$ cat config.mk
export PLATFORM = sky130hd
export DESIGN_NAME = iomem_timer
export DESIGN_NICKNAME = d
export VERILOG_FILES = /design/src/rtl/iomem_timer_pkg.sv /design/src/rtl/iomem_timer_prescaler.sv /design/src/rtl/iomem_timer.sv
export SDC_FILE = /design/constraint.sdc
export NUM_CORES = 1
export LEC_CHECK = 0
export CORE_MARGIN = 3
export CORE_UTILIZATION = 55
export DETAILED_ROUTE_END_ITERATION = 10
export PLACE_DENSITY = 0.81
export SYNTH_ARGS = -nofsm -noshare
export SYNTH_HDL_FRONTEND = slang
export SYNTH_HIERARCHICAL = 1
export SYNTH_SLANG_ARGS = --single-unit
$ cat constraint.sdc
create_clock -name clk -period 3.7 [get_ports clk]
set_input_delay 0.37 -clock clk [delete_from_list [all_inputs] [get_ports clk]]
set_output_delay 0.37 -clock clk [all_outputs]
set_load 0.01 [all_outputs]
$ cat src/rtl/iomem_timer_pkg.sv
// Shared definitions for the iomem_timer responder: register map, control/status
// bit positions and byte-strobe merge helpers.
package iomem_timer_pkg;

    localparam int PRESCALE_W = 16;

    localparam logic [5:0] OFF_CTRL     = 6'h00;
    localparam logic [5:0] OFF_PRESCALE = 6'h01;
    localparam logic [5:0] OFF_RELOAD   = 6'h02;
    localparam logic [5:0] OFF_COUNT    = 6'h03;
    localparam logic [5:0] OFF_STATUS   = 6'h04;

    localparam int CTRL_EN       = 0;
    localparam int CTRL_PERIODIC = 1;
    localparam int CTRL_IRQ_EN   = 2;
    localparam int STATUS_PEND   = 0;

    typedef struct packed {
        logic irq_en;
        logic periodic;
        logic en;
    } ctrl_t;

    function automatic logic [31:0] byte_merge(input logic [31:0] old_v,
                                               input logic [31:0] new_v,
                                               input logic [3:0]  strb);
        logic [31:0] res;
        res = old_v;
        for (int i = 0; i < 4; i++) begin
            if (strb[i]) begin
                res[8*i +: 8] = new_v[8*i +: 8];
            end else begin
                res[8*i +: 8] = old_v[8*i +: 8];
            end
        end
        return res;
    endfunction

    function automatic logic [15:0] byte_merge16(input logic [15:0] old_v,
                                                 input logic [15:0] new_v,
                                                 input logic [1:0]  strb);
        logic [15:0] res;
        res = old_v;
        for (int i = 0; i < 2; i++) begin
            if (strb[i]) begin
                res[8*i +: 8] = new_v[8*i +: 8];
            end else begin
                res[8*i +: 8] = old_v[8*i +: 8];
            end
        end
        return res;
    endfunction

endpackage

$ cat src/rtl/iomem_timer_prescaler.sv
// Prescaler: counts 0..limit while enabled and pulses tick on the limit value,
// wrapping to 0; held at 0 while disabled or cleared.
module iomem_timer_prescaler
    import iomem_timer_pkg::*;
(
    input  logic                  clk,
    input  logic                  resetn,
    input  logic                  en_i,
    input  logic                  clr_i,
    input  logic [PRESCALE_W-1:0] limit_i,
    output logic                  tick_o
);

    logic [PRESCALE_W-1:0] cnt_q, cnt_d;

    assign tick_o = en_i && (cnt_q == limit_i);

    // Next prescaler count; a lowered limit below the current count lets it run on and wrap
    always_comb begin
        cnt_d = cnt_q;
        if (clr_i || !en_i) begin
            cnt_d = {PRESCALE_W{1'b0}};
        end else if (tick_o) begin
            cnt_d = {PRESCALE_W{1'b0}};
        end else begin
            cnt_d = cnt_q + PRESCALE_W'(1);
        end
    end

    // Prescaler count register
    always_ff @(posedge clk or negedge resetn) begin
        if (!resetn) begin
            cnt_q <= {PRESCALE_W{1'b0}};
        end else begin
            cnt_q <= cnt_d;
        end
    end

endmodule

$ cat src/rtl/iomem_timer.sv
// Memory-mapped down-counting timer on the iomem_* bus, answering only inside its
// 256-byte window; one-shot/periodic modes with a level interrupt.
module iomem_timer
    import iomem_timer_pkg::*;
#(
    parameter logic [31:0] BASE_ADDR = 32'h0300_0000
) (
    input  logic        clk,
    input  logic        resetn,
    input  logic        iomem_valid,
    output logic        iomem_ready,
    input  logic [3:0]  iomem_wstrb,
    input  logic [31:0] iomem_addr,
    input  logic [31:0] iomem_wdata,
    output logic [31:0] iomem_rdata,
    output logic        irq
);

    logic                  sel_s;
    logic                  access_s;
    logic                  write_s;
    logic                  tick_s;
    logic                  expire_s;
    logic                  clr_presc_s;
    logic                  pend_clr_s;
    logic                  unused_addr_s;
    logic [5:0]            offset_s;
    logic [31:0]           rd_val_s;

    logic                  ready_q, ready_d;
    logic [31:0]           rdata_q, rdata_d;
    ctrl_t                 ctrl_q, ctrl_d;
    logic [PRESCALE_W-1:0] prescale_q, prescale_d;
    logic [31:0]           reload_q, reload_d;
    logic [31:0]           count_q, count_d;
    logic                  pend_q, pend_d;

    // One access per request: the ready cycle itself never starts another one
    assign sel_s         = iomem_valid && (iomem_addr[31:8] == BASE_ADDR[31:8]);
    assign access_s      = sel_s && !ready_q;
    assign write_s       = access_s && (iomem_wstrb != 4'b0000);
    assign offset_s      = iomem_addr[7:2];
    assign unused_addr_s = ^iomem_addr[1:0];

    assign expire_s   = tick_s && (count_q == 32'd0);
    assign pend_clr_s = write_s && (offset_s == OFF_STATUS) && iomem_wstrb[0]
                        && iomem_wdata[STATUS_PEND];

    assign iomem_ready = ready_q;
    assign iomem_rdata = rdata_q;
    assign irq         = pend_q && ctrl_q.irq_en;

    iomem_timer_prescaler u_prescaler (
        .clk     (clk),
        .resetn  (resetn),
        .en_i    (ctrl_q.en),
        .clr_i   (clr_presc_s),
        .limit_i (prescale_q),
        .tick_o  (tick_s)
    );

    // Register read mux, sampled into rdata on the access edge
    always_comb begin
        rd_val_s = 32'd0;
        case (offset_s)
            OFF_CTRL:     rd_val_s = {29'd0, ctrl_q};
            OFF_PRESCALE: rd_val_s = {16'd0, prescale_q};
            OFF_RELOAD:   rd_val_s = reload_q;
            OFF_COUNT:    rd_val_s = count_q;
            OFF_STATUS:   rd_val_s = {31'd0, pend_q};
            default:      rd_val_s = 32'd0;
        endcase
    end

    // Counter/expiry first, then bus writes override so a written value wins its edge
    always_comb begin
        ctrl_d      = ctrl_q;
        prescale_d  = prescale_q;
        reload_d    = reload_q;
        count_d     = count_q;
        clr_presc_s = 1'b0;

        if (tick_s && (count_q != 32'd0)) begin
            count_d = count_q - 32'd1;
        end else if (expire_s && ctrl_q.periodic) begin
            count_d = reload_q;
        end else if (expire_s) begin
            ctrl_d.en = 1'b0;
        end else begin
            count_d = count_q;
        end

        if (write_s) begin
            case (offset_s)
                OFF_CTRL: begin
                    if (iomem_wstrb[0]) begin
                        ctrl_d      = ctrl_t'(iomem_wdata[2:0]);
                        clr_presc_s = !ctrl_q.en && iomem_wdata[CTRL_EN];
                    end else begin
                        clr_presc_s = 1'b0;
                    end
                end
                OFF_PRESCALE: begin
                    prescale_d = byte_merge16(prescale_q, iomem_wdata[15:0], iomem_wstrb[1:0]);
                end
                OFF_RELOAD: begin
                    reload_d = byte_merge(reload_q, iomem_wdata, iomem_wstrb);
                end
                OFF_COUNT: begin
                    count_d     = byte_merge(count_q, iomem_wdata, iomem_wstrb);
                    clr_presc_s = 1'b1;
                end
                default: begin
                    clr_presc_s = 1'b0;
                end
            endcase
        end else begin
            clr_presc_s = 1'b0;
        end
    end

    // An expiry on the same edge as a STATUS clear keeps PEND set
    always_comb begin
        if (expire_s) begin
            pend_d = 1'b1;
        end else if (pend_clr_s) begin
            pend_d = 1'b0;
        end else begin
            pend_d = pend_q;
        end
    end

    // Bus handshake next state
    always_comb begin
        ready_d = access_s;
        if (access_s) begin
            rdata_d = rd_val_s;
        end else begin
            rdata_d = 32'd0;
        end
    end

    // State registers
    always_ff @(posedge clk or negedge resetn) begin
        if (!resetn) begin
            ready_q    <= 1'b0;
            rdata_q    <= 32'd0;
            ctrl_q     <= ctrl_t'(3'b000);
            prescale_q <= {PRESCALE_W{1'b0}};
            reload_q   <= 32'd0;
            count_q    <= 32'd0;
            pend_q     <= 1'b0;
        end else begin
            ready_q    <= ready_d;
            rdata_q    <= rdata_d;
            ctrl_q     <= ctrl_d;
            prescale_q <= prescale_d;
            reload_q   <= reload_d;
            count_q    <= count_d;
            pend_q     <= pend_d;
        end
    end

endmodule

==> results.py <==
metrics = {
    "synth": {
        "syn_nets": 818,
        "syn_inst": 744,
        "synth-xor-area-share_pct": 4.09,
        "synth_compound_area_share_pct": 12.6,
        "ys_seq_elements": 133,
        "async_flop_share_pct": 100,
        "seq_area_frac_synth_pct": 45.7,
        "synthesis.area_mm2": 0.00728,
        "synth_area_per_cell_um2": 9.79,
        "ys.warnings.count": 6,
        "ys.flop_type": "dfrtp_1",
        "synth.distinct_cells": 66,
        "synth_top_family_by_area": "simple AND/OR/NAND/NOR gates",
        "synthSimpleGateAreaFrac_pct": 20.4,
        "synth-edff-count": 0,
        "synth_adder_area_share_pct": 0.515,
        "muxShareOfSynthArea_pct": 13.4,
    },
    "sta": {
        "relSlewSlack_pct": 42.3,
        "finalMaxSlewViolations": 0,
        "setup_tns_ps": 0,
        "fmax_mhz": 309,
        "finClkSkew_ps": 6.40,
        "final-setup-viol-count": 0,
        "hold_viol": 0,
        "holdWs_ps": 440,
        "fin_ws_ps": 462,
        "finalCriticalPeriod_ps": 3240,
        "tightest_slew_ps": 863,
        "fin_crit_sh_pct": 87.5,
        "rsz0062_at_grt": "no",
    },
    "critical_path": {
        "end_kind": "register",
        "path_max_fanout": 16,
        "r2r_cells": 10,
        "worstPathRequired_ps": 4000,
        "rr_startpoint": "prescale_q[8]$_DFFE_PN0P_",
        "worstReg2RegEnd": "count_q[20]$_DFFE_PN0P_",
        "r2r_slack_ps": 460,
        "critPathArrivalTime_ps": 3540,
        "cp-start-kind": "register",
        "critPathKind": "reg2reg",
    },
    "route": {
        "drcViolationCount": 0,
        "via_count": 6597,
        "drt_wl_total_mm": 21.0,
        "viasPerCell": 6.40,
        "wl_per_cell_um": 20.4,
        "firstDrtPassIters": 5,
        "ant_nets": 0,
        "drtIter0Drc": 594,
    },
    "place": {
        "dpl-instance-area_mm2": 0.00854,
        "portBuffers": 102,
        "dp_cells": 997,
        "dp_hpwl_mm": 14.7,
        "dp_slack_ps": 549,
        "place_congestion": 0.942,
    },
    "clock_tree": {
        "cts_inserted_buffers": 17,
        "clock_path_buffers": 2,
        "clkTransAtPathRegs_ps": 60,
        "cts_resized": 0,
        "htreeDepth": 4,
        "cts_root_buf": "clkbuf_16",
        "clock-sinks": 133,
        "postCtsSetupRepairBufs": 0,
        "clk_latency_ps": 420,
        "cts_tree": "done",
    },
    "layout": {
        "fin_nets": 919,
        "antenna_cells": 0,
        "syn2layout_area_growth_pct": 25.2,
        "multiInputGateArea_mm2": 0.00373,
        "drive_gt1_share_pct": 14.5,
        "fill_cells": 905,
        "seqCellArea_mm2": 0.00333,
        "final_util_pct": 71.4,
        "stdcell_count": 1030,
        "final_cell_mix": "133 x dfrtp_1, 100 x clkdlybuf4s50_1, 90 x nor2_1",
        "finalInstanceArea_mm2": 0.00912,
        "final_common_cell": "dfrtp_1",
    },
    "pwr": {
        "vdd_drop_max_mv": 0.259,
        "power_leakage_nw": 3.99,
        "cellPowerDensity_mw_per_mm2": 354,
        "finalPower_mw": 3.23,
    },
    "die": {
        "die_y_um": 121,
        "fp.dieW_um": 121,
        "start_util_pct": 57.0,
        "core_mm2": 0.0128,
        "io_pins": 105,
        "dieArea_mm2": 0.0147,
        "rows": 41,
    },
    "worst_hold_path": {
        "holdCritStartpoint": "iomem_addr[2]",
        "hold_end": "pend_q$_DFFE_PN0P_",
        "hold_path_class": "in2reg",
        "holdPathStages": 5,
    },
    "grt": {
        "grt_usage_pct": 29.6,
        "grt_max_degree": 90,
        "grt_pass1_wl_mm": 34.0,
        "antenna_found_initial": 0,
        "grt_pass1_vias": 6487,
        "grt_overflow": 0,
    },
    "outcome": {
        "outcome": "finished clean",
    },
    "flow_run": {
        "max_cap_viol_count": 0,
    },
}
[power by group]
part	switching (mW)	internal (mW)	total [mW]
Sequential	0.00252	1.46	1.46
Combinational	0.0821	0.0851	0.167
Clock	0.634	0.972	1.61
[area by class of cell]
type | instances | area share, %
multi-input combinational | 554 | 40.9
clock inverter | 12 | 1.15
tap | 172 | 2.36
inverter | 11 | 0.453
sequential | 133 | 36.5
clock buffer | 20 | 5.12
timing repair buffer | 128 | 13.6
[layer usage]
metal,up-vias,global-route usage [%],part of all wire (%)
met3,49,7.79,10
met4,0,12.0,2.4
met5,-,0,0
met1,3238,39.8,42
met2,360,45.8,46
li1,2950,-,-
[registers in the layout, summed over array words and instances, names as in the netlist]
signal,cells
iomem_ready,1
reload_q,32
count_q,32
u_prescaler/cnt_q,16
iomem_rdata,32
pend_q,1
ctrl_q,3
prescale_q,16
[synthesized netlist by cell type (all sizes together), types with 5 or more instances]
cell	n	share of area (%)
xor2	18	2.2
nand3	29	2.0
nor2	90	4.6
inv	11	0.57
buf	11	0.96
o21a	5	0.52
o211ai	7	0.72
o21ai	25	1.7
and3	13	1.1
o41ai	6	0.98
mux2i	38	5.2
nand2	49	2.5
a31oi	6	0.52
o22ai	7	0.60
nand4	20	1.7
mux2	53	8.2
nor3	30	2.1
xnor2	16	1.9
or3	14	1.2
nor4	21	2.1
clkbuf	35	1.8
a221oi	6	0.72
dfrtp	133	46
a21oi	31	2.1
[repair_timing]
item,CTS,global route
hold buffers,1,0
endpoints found under the hold margin,44,0
setup endpoints to repair,0,0
[worst max-delay path, stage by stage, from the launching register on]
cell,delay (ps)
dfrtp_1,430
xor2_1,180
nor4_1,350
nand2_1,180
nor4_2,410
buf_12,200
nand2_1,130
or4_1,610
o221a_1,340
a32oi_1,200
nand2_1,70
[how the worst max path moves through the flow]
stage                                          to  cells after the start                            from  slack (ps)
final                     count_q[20]$_DFFE_PN0P_                     10       prescale_q[8]$_DFFE_PN0P_         460
after global routing      count_q[20]$_DFFE_PN0P_                     10  u_prescaler/cnt_q[6]$_DFF_PN0_         340
after CTS                 count_q[20]$_DFFE_PN0P_                     10       prescale_q[8]$_DFFE_PN0P_         500
after global placement    count_q[20]$_DFFE_PN0P_                     10  u_prescaler/cnt_q[6]$_DFF_PN0_         680
after detailed placement  count_q[20]$_DFFE_PN0P_                     10       prescale_q[8]$_DFFE_PN0P_         550
after floorplan           count_q[20]$_DFFE_PN0P_                      9         count_q[10]$_DFFE_PN0P_         950
[cells by family after synthesis]
group | after synthesis
xor+xnor | 34
fa+ha+maj | 3
compound gates | 131
simple gates | 295
buf+inv | 57
mux | 91
flops | 133
Note: power is estimated with default switching activity, not from simulation.
